<file path="src/rtl/softmax_pkg.sv">
// softmax_pkg: shared defaults, rank width and FSM encoding for the softmax top-K selector.
package softmax_pkg;
  localparam int D_WORDLENGTH = 8;
  localparam int D_IDXWIDTH = 8;
  localparam int D_VECTOR_LEN = 256;
  localparam int D_K = 5;
  localparam int RANKW = 3;
  typedef enum logic {COLLECT = 1'b0, OUTPUT = 1'b1} state_t;
endpackage

</file>
<file path="src/rtl/topk_insert.sv">
// topk_insert: combinational single-step insertion of a new pair into a descending sorted K-slot list.
module topk_insert #(
  parameter int W = 8,
  parameter int IW = 8,
  parameter int N = 5
)(
  input  logic [N-1:0][W-1:0]  val_i,
  input  logic [N-1:0][IW-1:0] idx_i,
  input  logic [N-1:0]         vld_i,
  input  logic [W-1:0]         din,
  input  logic [IW-1:0]        iin,
  output logic [N-1:0][W-1:0]  val_o,
  output logic [N-1:0][IW-1:0] idx_o,
  output logic [N-1:0]         vld_o
);
  logic [N-1:0] ins;
  logic [N:0] pre;
  assign pre[0] = 1'b0;
  for (genvar j = 0; j < N; j++) begin : g
    // strict compare keeps an equal earlier arrival ahead of the new one
    assign ins[j] = !vld_i[j] || din > val_i[j];
    assign pre[j+1] = pre[j] | ins[j];
    if (j == 0) begin : g_head
      assign val_o[j] = ins[j] ? din : val_i[j];
      assign idx_o[j] = ins[j] ? iin : idx_i[j];
      assign vld_o[j] = ins[j] | vld_i[j];
    end else begin : g_tail
      assign val_o[j] = pre[j] ? val_i[j-1] : ins[j] ? din : val_i[j];
      assign idx_o[j] = pre[j] ? idx_i[j-1] : ins[j] ? iin : idx_i[j];
      assign vld_o[j] = pre[j] ? vld_i[j-1] : ins[j] | vld_i[j];
    end
  end
endmodule

</file>
<file path="src/rtl/softmax_topk.sv">
// softmax_topk: streaming top-K selector over a frame of softmax probabilities, emitting winners in rank order.
module softmax_topk import softmax_pkg::*; #(
  parameter int WORDLENGTH = D_WORDLENGTH,
  parameter int IDXWIDTH = D_IDXWIDTH,
  parameter int VECTOR_LEN = D_VECTOR_LEN,
  parameter int K = D_K
)(
  input  logic                  clk,
  input  logic                  rst_n,
  input  logic                  clr,
  input  logic                  in_en,
  input  logic [WORDLENGTH-1:0] in_data,
  input  logic [IDXWIDTH-1:0]   in_idx,
  output logic                  out_valid,
  input  logic                  out_ready,
  output logic [WORDLENGTH-1:0] out_data,
  output logic [IDXWIDTH-1:0]   out_idx,
  output logic [RANKW-1:0]      out_rank,
  output logic                  out_last,
  output logic                  busy,
  output logic                  overrun
);
  localparam int CW = VECTOR_LEN > 1 ? $clog2(VECTOR_LEN) : 1;
  state_t st, st_n;
  logic [CW-1:0] cnt, cnt_n;
  logic [RANKW-1:0] rp, rp_n;
  logic [K-1:0][WORDLENGTH-1:0] val, val_n, ins_val;
  logic [K-1:0][IDXWIDTH-1:0] idx, idx_n, ins_idx;
  logic [K-1:0] vld, vld_n, ins_vld;
  logic ovr_n, term;
  topk_insert #(.W(WORDLENGTH), .IW(IDXWIDTH), .N(K)) u_ins (
    .val_i(val), .idx_i(idx), .vld_i(vld), .din(in_data), .iin(in_idx),
    .val_o(ins_val), .idx_o(ins_idx), .vld_o(ins_vld)
  );
  assign term = cnt == CW'(VECTOR_LEN - 1);
  assign busy = st == OUTPUT;
  always_comb begin
    st_n = st;
    cnt_n = cnt;
    rp_n = rp;
    val_n = val;
    idx_n = idx;
    vld_n = vld;
    ovr_n = 1'b0;
    if (clr) begin
      st_n = COLLECT;
      cnt_n = '0;
      rp_n = '0;
      val_n = '0;
      idx_n = '0;
      vld_n = '0;
    end else if (st == COLLECT) begin
      if (in_en) begin
        val_n = ins_val;
        idx_n = ins_idx;
        vld_n = ins_vld;
        cnt_n = term ? '0 : cnt + 1'b1;
        st_n = term ? OUTPUT : COLLECT;
      end
    end else begin
      ovr_n = in_en;
      if (out_valid && out_ready) begin
        if (rp == RANKW'(K - 1)) begin
          st_n = COLLECT;
          rp_n = '0;
          val_n = '0;
          idx_n = '0;
          vld_n = '0;
        end else begin
          rp_n = rp + 1'b1;
        end
      end
    end
  end
  // output register loads from next-state values so rank 0 is visible on the first OUTPUT cycle
  always_ff @(posedge clk or negedge rst_n) begin
    if (!rst_n) begin
      st <= COLLECT;
      cnt <= '0;
      rp <= '0;
      val <= '0;
      idx <= '0;
      vld <= '0;
      out_valid <= 1'b0;
      out_data <= '0;
      out_idx <= '0;
      out_rank <= '0;
      out_last <= 1'b0;
      overrun <= 1'b0;
    end else begin
      st <= st_n;
      cnt <= cnt_n;
      rp <= rp_n;
      val <= val_n;
      idx <= idx_n;
      vld <= vld_n;
      out_valid <= st_n == OUTPUT;
      out_data <= st_n == OUTPUT ? val_n[rp_n] : '0;
      out_idx <= st_n == OUTPUT ? idx_n[rp_n] : '0;
      out_rank <= st_n == OUTPUT ? rp_n : '0;
      out_last <= st_n == OUTPUT && rp_n == RANKW'(K - 1);
      overrun <= ovr_n;
    end
  end
endmodule
</file>
<file path="config.mk">
export PLATFORM = sky130hd
export DESIGN_NAME = softmax_topk
export DESIGN_NICKNAME = d
export VERILOG_FILES = /design/src/rtl/softmax_pkg.sv /design/src/rtl/topk_insert.sv /design/src/rtl/softmax_topk.sv
export SDC_FILE = /design/constraint.sdc
export NUM_CORES = 1
export LEC_CHECK = 0
export CORE_AREA = 2 2 132 134
export CTS_CLUSTER_SIZE = 10
export DETAILED_ROUTE_END_ITERATION = 12
export DIE_AREA = 0 0 134 136
export PLACE_DENSITY = 0.75
export RECOVER_POWER = 100
export SLEW_MARGIN = 40
export SYNTH_ARGS = -nofsm -noshare
export SYNTH_HDL_FRONTEND = slang
export SYNTH_SLANG_ARGS = --single-unit
</file>
<file path="constraint.sdc">
create_clock -name clk -period 2.71 [get_ports clk]
set_input_delay 0.542 -clock clk [delete_from_list [all_inputs] [get_ports clk]]
set_output_delay 0.542 -clock clk [all_outputs]
set_load 0.02 [all_outputs]
</file>
==> summary.txt <==
Worst setup path
  – Worst r2r dst: out_idx[0]
  – Critical path arrival: 3.20 ns
  – Crit path launch type: input port
  – CP cell instances: clkdlybuf4s15_2 -> clkinvlp_4 -> ha_1 -> nand4_1 -> a31oi_4 -> a31o_4 -> buf_4 -> nand4_4 -> buf_12 -> buf_4 -> o211ai_1 -> o211ai_1 -> or2_4 -> a32o_1
  – Crit Path Category: in2reg
  – Worst reg2reg path depth: 12
  – Slowest stage delay, CP: 0.32 ns
  – Nature of the critical path endpoint: register
  – Critical-path maximum fanout: 7
  – Slowest cell on the critical path: ha_1
  – R2R Setup Slk: -0.16 ns
  – R2r startpoint: val[13]
  – Critical Path RT: 3.03 ns

Synth
  – Count of state elements after synthesis: 118
  – Sequential area share after synthesis: 0.398
  – Post-synth cell types: 61
  – Gate Count Post-Synth: 800
  – Synth async-reset ratio: 1.00
  – Post-Syn Area per Cell: 9.28 sq um
  – Synth Warn #: 0
  – Commonest register cell after synthesis: dfrtp_1
  – Post-Synthesis Cell Area: 0.00742 sq mm
  – Post-synth EDFFs: 0
  – Mapped Nets: 864

Routing
  – Remaining antenna violation count: 0
  – WL final: 24600 um
  – Drt first-iter violations: ~790
  – WL per Instance: 19.8 um
  – DRC errors left: 0
  – First-pass DRT Iterations: 5
  – Vias post-DR: 7428
  – Via density: 5.99

Timing
  – Worst slew margin: -0.298
  – Max Clk Rate: 0.347 GHz
  – Final Max Slew Viols: 30
  – Final hold violations: 0
  – Final worst path period share: 1.06
  – WHS: about 0.5 ns
  – Final setup violation count: 16
  – Slew @ Worst Pin: about 1.9 ns
  – Crit path setup slack, layout: -0.172 ns
  – Fin crit period: 2.88 ns
  – Unrepaired setup endpoints after global routing: yes
  – Fin Clk Skew: 0.0117 ns

Layout
  – P&R area growth vs syn: 42.6%
  – Post-route cell area: 0.0106 sq mm
  – Share of cells above drive strength 1: 0.323
  – Most common cell after layout, fill and taps aside: buf_4
  – Most frequent cells in the layout: buf_4, dfrtp_1, nand2_1, inv_1, o211ai_1
  – Nets: ~1100
  – Diode count: 0

Status
  – Failing checks: max-capacitance violations, max-slew violations, negative setup slack
  – Status: complete, but fails checks

Clock tree
  – Max clock buf depth: 2
  – CTS H-tree lvls: 4
  – Total CTS buffers: 17
  – Hold-fix buffers, CTS: 0
  – Root buf cell: clkbuf_16
  – Clk sinks: 118
  – CTS tree: built
  – Clock transition at path regs: roughly 0.060 ns
  – Clk_lat worst skew: 0.43 ns

Die
  – Core Rows: 48
  – Die footprint: between 0.015 and 0.02 sq mm
  – Core area: 0.0169 sq mm
  – Die Y: approximately 140 um
  – Initial Util: 0.440
  – Die Span X: ~130 um
  – Boundary pin count: 44

Placement
  – I/O Buffers: 43
  – DP Area: 0.00928 sq mm
  – Dpl hpwl: 15500 um
  – Placer Congestion: approximately 0.84

Hold path
  – Hold Startpoint: cnt[7]
  – Hold EP: cnt[7]
  – Worst Hold Class: reg2reg
  – Hold Crit Depth: 1

Power and ir drop
  – Total power: 4830 uW
  – Peak VDD IR: between 0.4 and 0.5 mV
  – Lkg Pwr: ~0.0049 uW
  – PD cells: 457 mW/mm^2

GRT
  – Largest net degree at the start of global routing: 42
  – Grt ovf: 0
  – Initial antenna violation count: 0
  – Global-route wire length before repair: 35900 um
  – Total GRT Usage: 0.252
  – Number of global-route vias before repair: 7011

Run
  – Max-cap violations: 1
logic make-up (layout without fill, tap and decap cells):
kind of cell / after synthesis / in the layout / share of synthesized area
flip-flops: 118 / 118 / 0.398
AND/OR/NAND/NOR: 216 / 216 / 0.138
XOR/XNOR: 2 / 2 / 0.00236
AO/OA/AOI/OAI: 267 / 267 / 0.276
buffers and inverters: 121 / 336 / 0.0693
multiplexers: 33 / 33 / 0.0445
adder cells (fa/ha/maj): 43 / 43 / 0.0725
timing repair:
item / in CTS / in global routing
resized for setup: 64 / 58
pin swaps: 18 / 56
buffers inserted: 13 / 23
gates cloned: 1 / 5
endpoints found under the setup margin: 64 / 18
registers in the layout (all words and copies together) (netlist names), 3 cells and up:
| signal | count |
|---|---|
| out_rank | 3 |
| out_data | 8 |
| rp | 3 |
| idx | 40 |
| val | 40 |
| cnt | 8 |
| out_idx | 8 |
| vld | 5 |
per-layer routing:
| layer | share of wire | up-vias | track usage |
|---|---|---|---|
| li1 | - | 3345 | - |
| met1 | 0.41 | 3635 | 0.339 |
| met2 | 0.48 | 372 | 0.395 |
| met3 | 0.079 | 76 | 0.0522 |
| met4 | 0.030 | 0 | 0.111 |
| met5 | 0 | - | 0 |
power breakdown:
| group | total (uW) | internal (uW) | switching, uW |
|---|---|---|---|
| clock network | 2160 | 1290 | 876 |
| registers | 1860 | 1820 | 44.5 |
| logic | 810 | 379 | 432 |
synth_stat cells (14+ instances only):
library cell  instances  area share
dfrtp_1             118        0.40
nand2_1             106       0.054
inv_1                70       0.035
ha_1                 43       0.072
o211ai_1             36       0.036
o21ai_0              36       0.024
mux2i_1              33       0.045
nor2_1               31       0.016
clkbuf_1             28       0.014
a22o_1               24       0.028
a21oi_1              23       0.016
a21o_1               20       0.020
a211oi_1             19       0.019
a31o_2               17       0.020
o22ai_1              17       0.014
a211o_1              16       0.019
a32o_1               16       0.022
and3_1               15       0.013
or2_2                15       0.013
buf_2                14      0.0094
per-stage QoR:
stage	setup slack [ns]	util	TNS, ns	std cells
5_1_grt	-0.262	0.627	-2.96	1240
3_5_place_dp	-0.849	0.550	-47.03	1167
2_1_floorplan	-0.132	-	-1.08	800
6_report	-0.172	0.627	-1.42	1240
3_3_place_gp	-0.787	0.550	-42.45	1167
4_1_cts	-0.0604	0.599	-0.392	1212
critical path: cells and delay by family:
kind	cells	cell delay, ns
AND/OR/NAND/NOR	3	0.56
buffers and inverters	5	0.77
AO/OA/AOI/OAI	5	0.99
adder cells (fa/ha/maj)	1	0.32
final cells by class:
| cell class | count | area (sq um) |
|---|---|---|
| Fill cell | 1226 | 6290 |
| Multi-Input combinational cell | 561 | 4330 |
| Sequential cell | 118 | 2950 |
| Timing Repair Buffer | 235 | 2190 |
| Clock buffer | 18 | 439 |
| Tap cell | 225 | 282 |
| Inverter | 70 | 267 |
| Clock inverter | 13 | 123 |
worst max-delay path by stage:
stage / from / endpoint / slack, ns / cells after the start
detailed placement: in_data[5] / out_idx[2] / -0.85 / 12
CTS: val[5] / out_data[1] / -0.06 / 12
global route: in_data[0] / out_idx[0] / -0.26 / 14
global placement: in_data[1] / out_idx[2] / -0.79 / 13
floorplan: in_data[1] / out_data[2] / -0.13 / 11
finish: in_data[0] / out_idx[0] / -0.17 / 14
(Power assumes the default switching activity.)
==> RTL edit (config.mk and constraints unchanged) <==
The output `overrun` loses its register stage (`overrun` becomes a continuous assignment).
--- a/src/rtl/softmax_topk.sv
+++ b/src/rtl/softmax_topk.sv
@@ -86,7 +86,6 @@
       out_idx <= '0;
       out_rank <= '0;
       out_last <= 1'b0;
-      overrun <= 1'b0;
     end else begin
       st <= st_n;
       cnt <= cnt_n;
@@ -99,7 +98,8 @@
       out_idx <= st_n == OUTPUT ? idx_n[rp_n] : '0;
       out_rank <= st_n == OUTPUT ? rp_n : '0;
       out_last <= st_n == OUTPUT && rp_n == RANKW'(K - 1);
-      overrun <= ovr_n;
     end
   end
+
+  assign overrun = ovr_n;
 endmodule
Behaviour: no difference found for any inputs over 10 cycles, from zero or initial values and one cycle with rst_n low; that may be too few to reach the edited logic, so the function may still have changed.
==> RTL edit against the unedited design <==
  * The flow finishes with violations (setup timing)
  * Power rose by 6.4%
  * Final area down 0.46%
  * Register-to-register slack better by 0.04 ns
  * Fmax is 1.7% higher
  * Sequential cell count is 1 lower
  * Worst setup slack gained 0.048 ns
  * Largest cell class unchanged
  * Routed wire length down 1.5%
  * Area after synthesis down 0.34%
==> RTL edit: results (changes against the unedited design) <==
| Metric | Value |
|---|---|
| Status | finished with violations (unchanged) |
| Failing checks | setup timing (was capacitance limit, slew limit, setup timing) |
| Final setup vio count | 17 (was 16) |
| DR iter-0 viols | 641 (was 794) |
| Synth area leaders | dfrtp_1 40%, ha_1 7.3%, nand2_1 5.4% (was dfrtp_1 40%, ha_1 7.2%, nand2_1 5.4%) |
| All-Layer GR Usage | 26.3% (was 25.2%) |
| Worst ir drop on vdd | 0.000485 V (was 0.000434 V) |
| Synth cell count leaders | 117 x dfrtp_1, 106 x nand2_1, 70 x inv_1 (was 118 x dfrtp_1, 106 x nand2_1, 70 x inv_1) |
| Post-DP HPWL | 15500 µm (about the same) |
| Leak Pwr | 4.89 nW (was 4.93 nW) |
| Worst slew pin tran | 1.20 ns (was 1.95 ns) |
| Share of layout cells above drive strength 1 | 31.8% (was 32.3%) |
| Post-synthesis sequential area ratio | 39.6% (was 39.8%) |
| Vias in the first global route | 7262 (was 7011) |
| Arrival @ worst endpoint | 3.15 ns (was 3.20 ns) |
| Total wire length | 24200 µm (was 24600 µm) |
| Largest net degree at the start of global routing | 43 (was 42) |
| Cells after DPL | 1164 (was 1167) |
| Setup TNS | -1.38 ns (was -1.42 ns) |
| Post-Synthesis Mean Instance Area | 9.26 µm² (was 9.28 µm²) |
| RePlAce Congestion | 0.859 (was 0.839) |
| Critical Path Fanout Max | 6 (was 7) |
| Wirelength per Cell | 19.8 µm (about the same) |
| Final WS setup | -0.125 ns (was -0.172 ns) |
| DR vias | 7377 (was 7428) |
| Final nets | 1049 (was 1067) |
| Worst slack at placement | -0.860 ns (was -0.849 ns) |
| Fill cells | 1300 (was 1226) |
[RTL edit: cell count changes in the layout (fill, tap and decap cells not counted), moves of 5 or more]
| cell | unedited run | this run |
|---|---|---|
| buf_12 | 18 | 23 |
| buf_4 | 141 | 126 |
| o21ai_0 | 28 | 23 |
| o21ai_1 | 4 | 10 |
[RTL edit: cell type report]
class	count	area, µm²	area share (%)
clock inverter	15	220	2.09
tap	225	282	2.67
inverter	70	267	2.53
timing repair buffer	218	2050	19.5
sequential	117	2930	27.8
multi-input combinational	561	4360	41.4
clock buffer	17	425	4.04
[RTL edit: repair_timing]
item / in CTS / in global routing
setup buffers: 21 / 8
gates resized for setup: 98 / 34
pin swaps: 49 / 47
hold buffers: 0 / 0
gates cloned: 1 / 0
setup endpoints to repair: 74 / 21
[RTL edit: worst max-delay path, cell delays in order (launching register included)]
cell      delay, ns
dfrtp_1        0.40
inv_2          0.09
ha_4           0.19
and3_4         0.18
a221o_1        0.36
o21ai_4        0.11
nand4_4        0.16
buf_12         0.17
buf_12         0.12
o211ai_1       0.23
o211ai_1       0.20
or2_4          0.26
a32o_1         0.22
[RTL edit: logic make-up (layout without fill, tap and decap cells)]
family | after synthesis | after routing | synth area share (%)
AOI/OAI and AO/OA | 267 | 267 | 27.7
and+or+nand+nor | 216 | 216 | 13.8
buffers and inverters | 121 | 320 | 6.95
xor gates and xnor gates | 2 | 2 | 0.237
muxes | 33 | 33 | 4.47
adders and majority gates | 43 | 43 | 7.27
DFF | 117 | 117 | 39.6
[RTL edit: final timing paths]
path                         from          end  slack, ns  cells after the start
max                        val[5]  out_data[1]      -0.12                     12
min                         rst_n      val[19]       0.35                      1
max reg2reg                val[5]  out_data[1]      -0.12                     12
min reg2reg                cnt[7]       cnt[7]       0.48                      1
max in group asynchronous   rst_n       idx[1]       0.70                      2
min in group clk           cnt[7]       cnt[7]       0.48                      1
[RTL edit: per-layer routing]
layer / track usage [%] / up-vias / wire length (µm)
li1: - / 3313 / -
met1: 34.1 / 3659 / 10100
met2: 43.8 / 353 / 11900
met3: 5.22 / 52 / 1730
met4: 9.93 / 0 / 519
met5: 0 / - / 0
[RTL edit: stage by stage]
stage          total power, mW  utilization (%)  cell area (µm²)
2_1_floorplan             2.18                -             7470
3_3_place_gp              2.53             55.0             9280
3_5_place_dp              2.55             55.0             9280
4_1_cts                   5.10             61.8            10400
5_1_grt                   5.30             62.4            10500
6_report                  5.14             62.4            10500
[RTL edit: report_power, final]
part | leakage (nW) | total [mW] | switching [mW] | internal (mW)
clock network | 0.318 | 2.49 | 0.923 | 1.57
logic | 2.96 | 0.805 | 0.431 | 0.373
registers | 1.61 | 1.85 | 0.0443 | 1.80
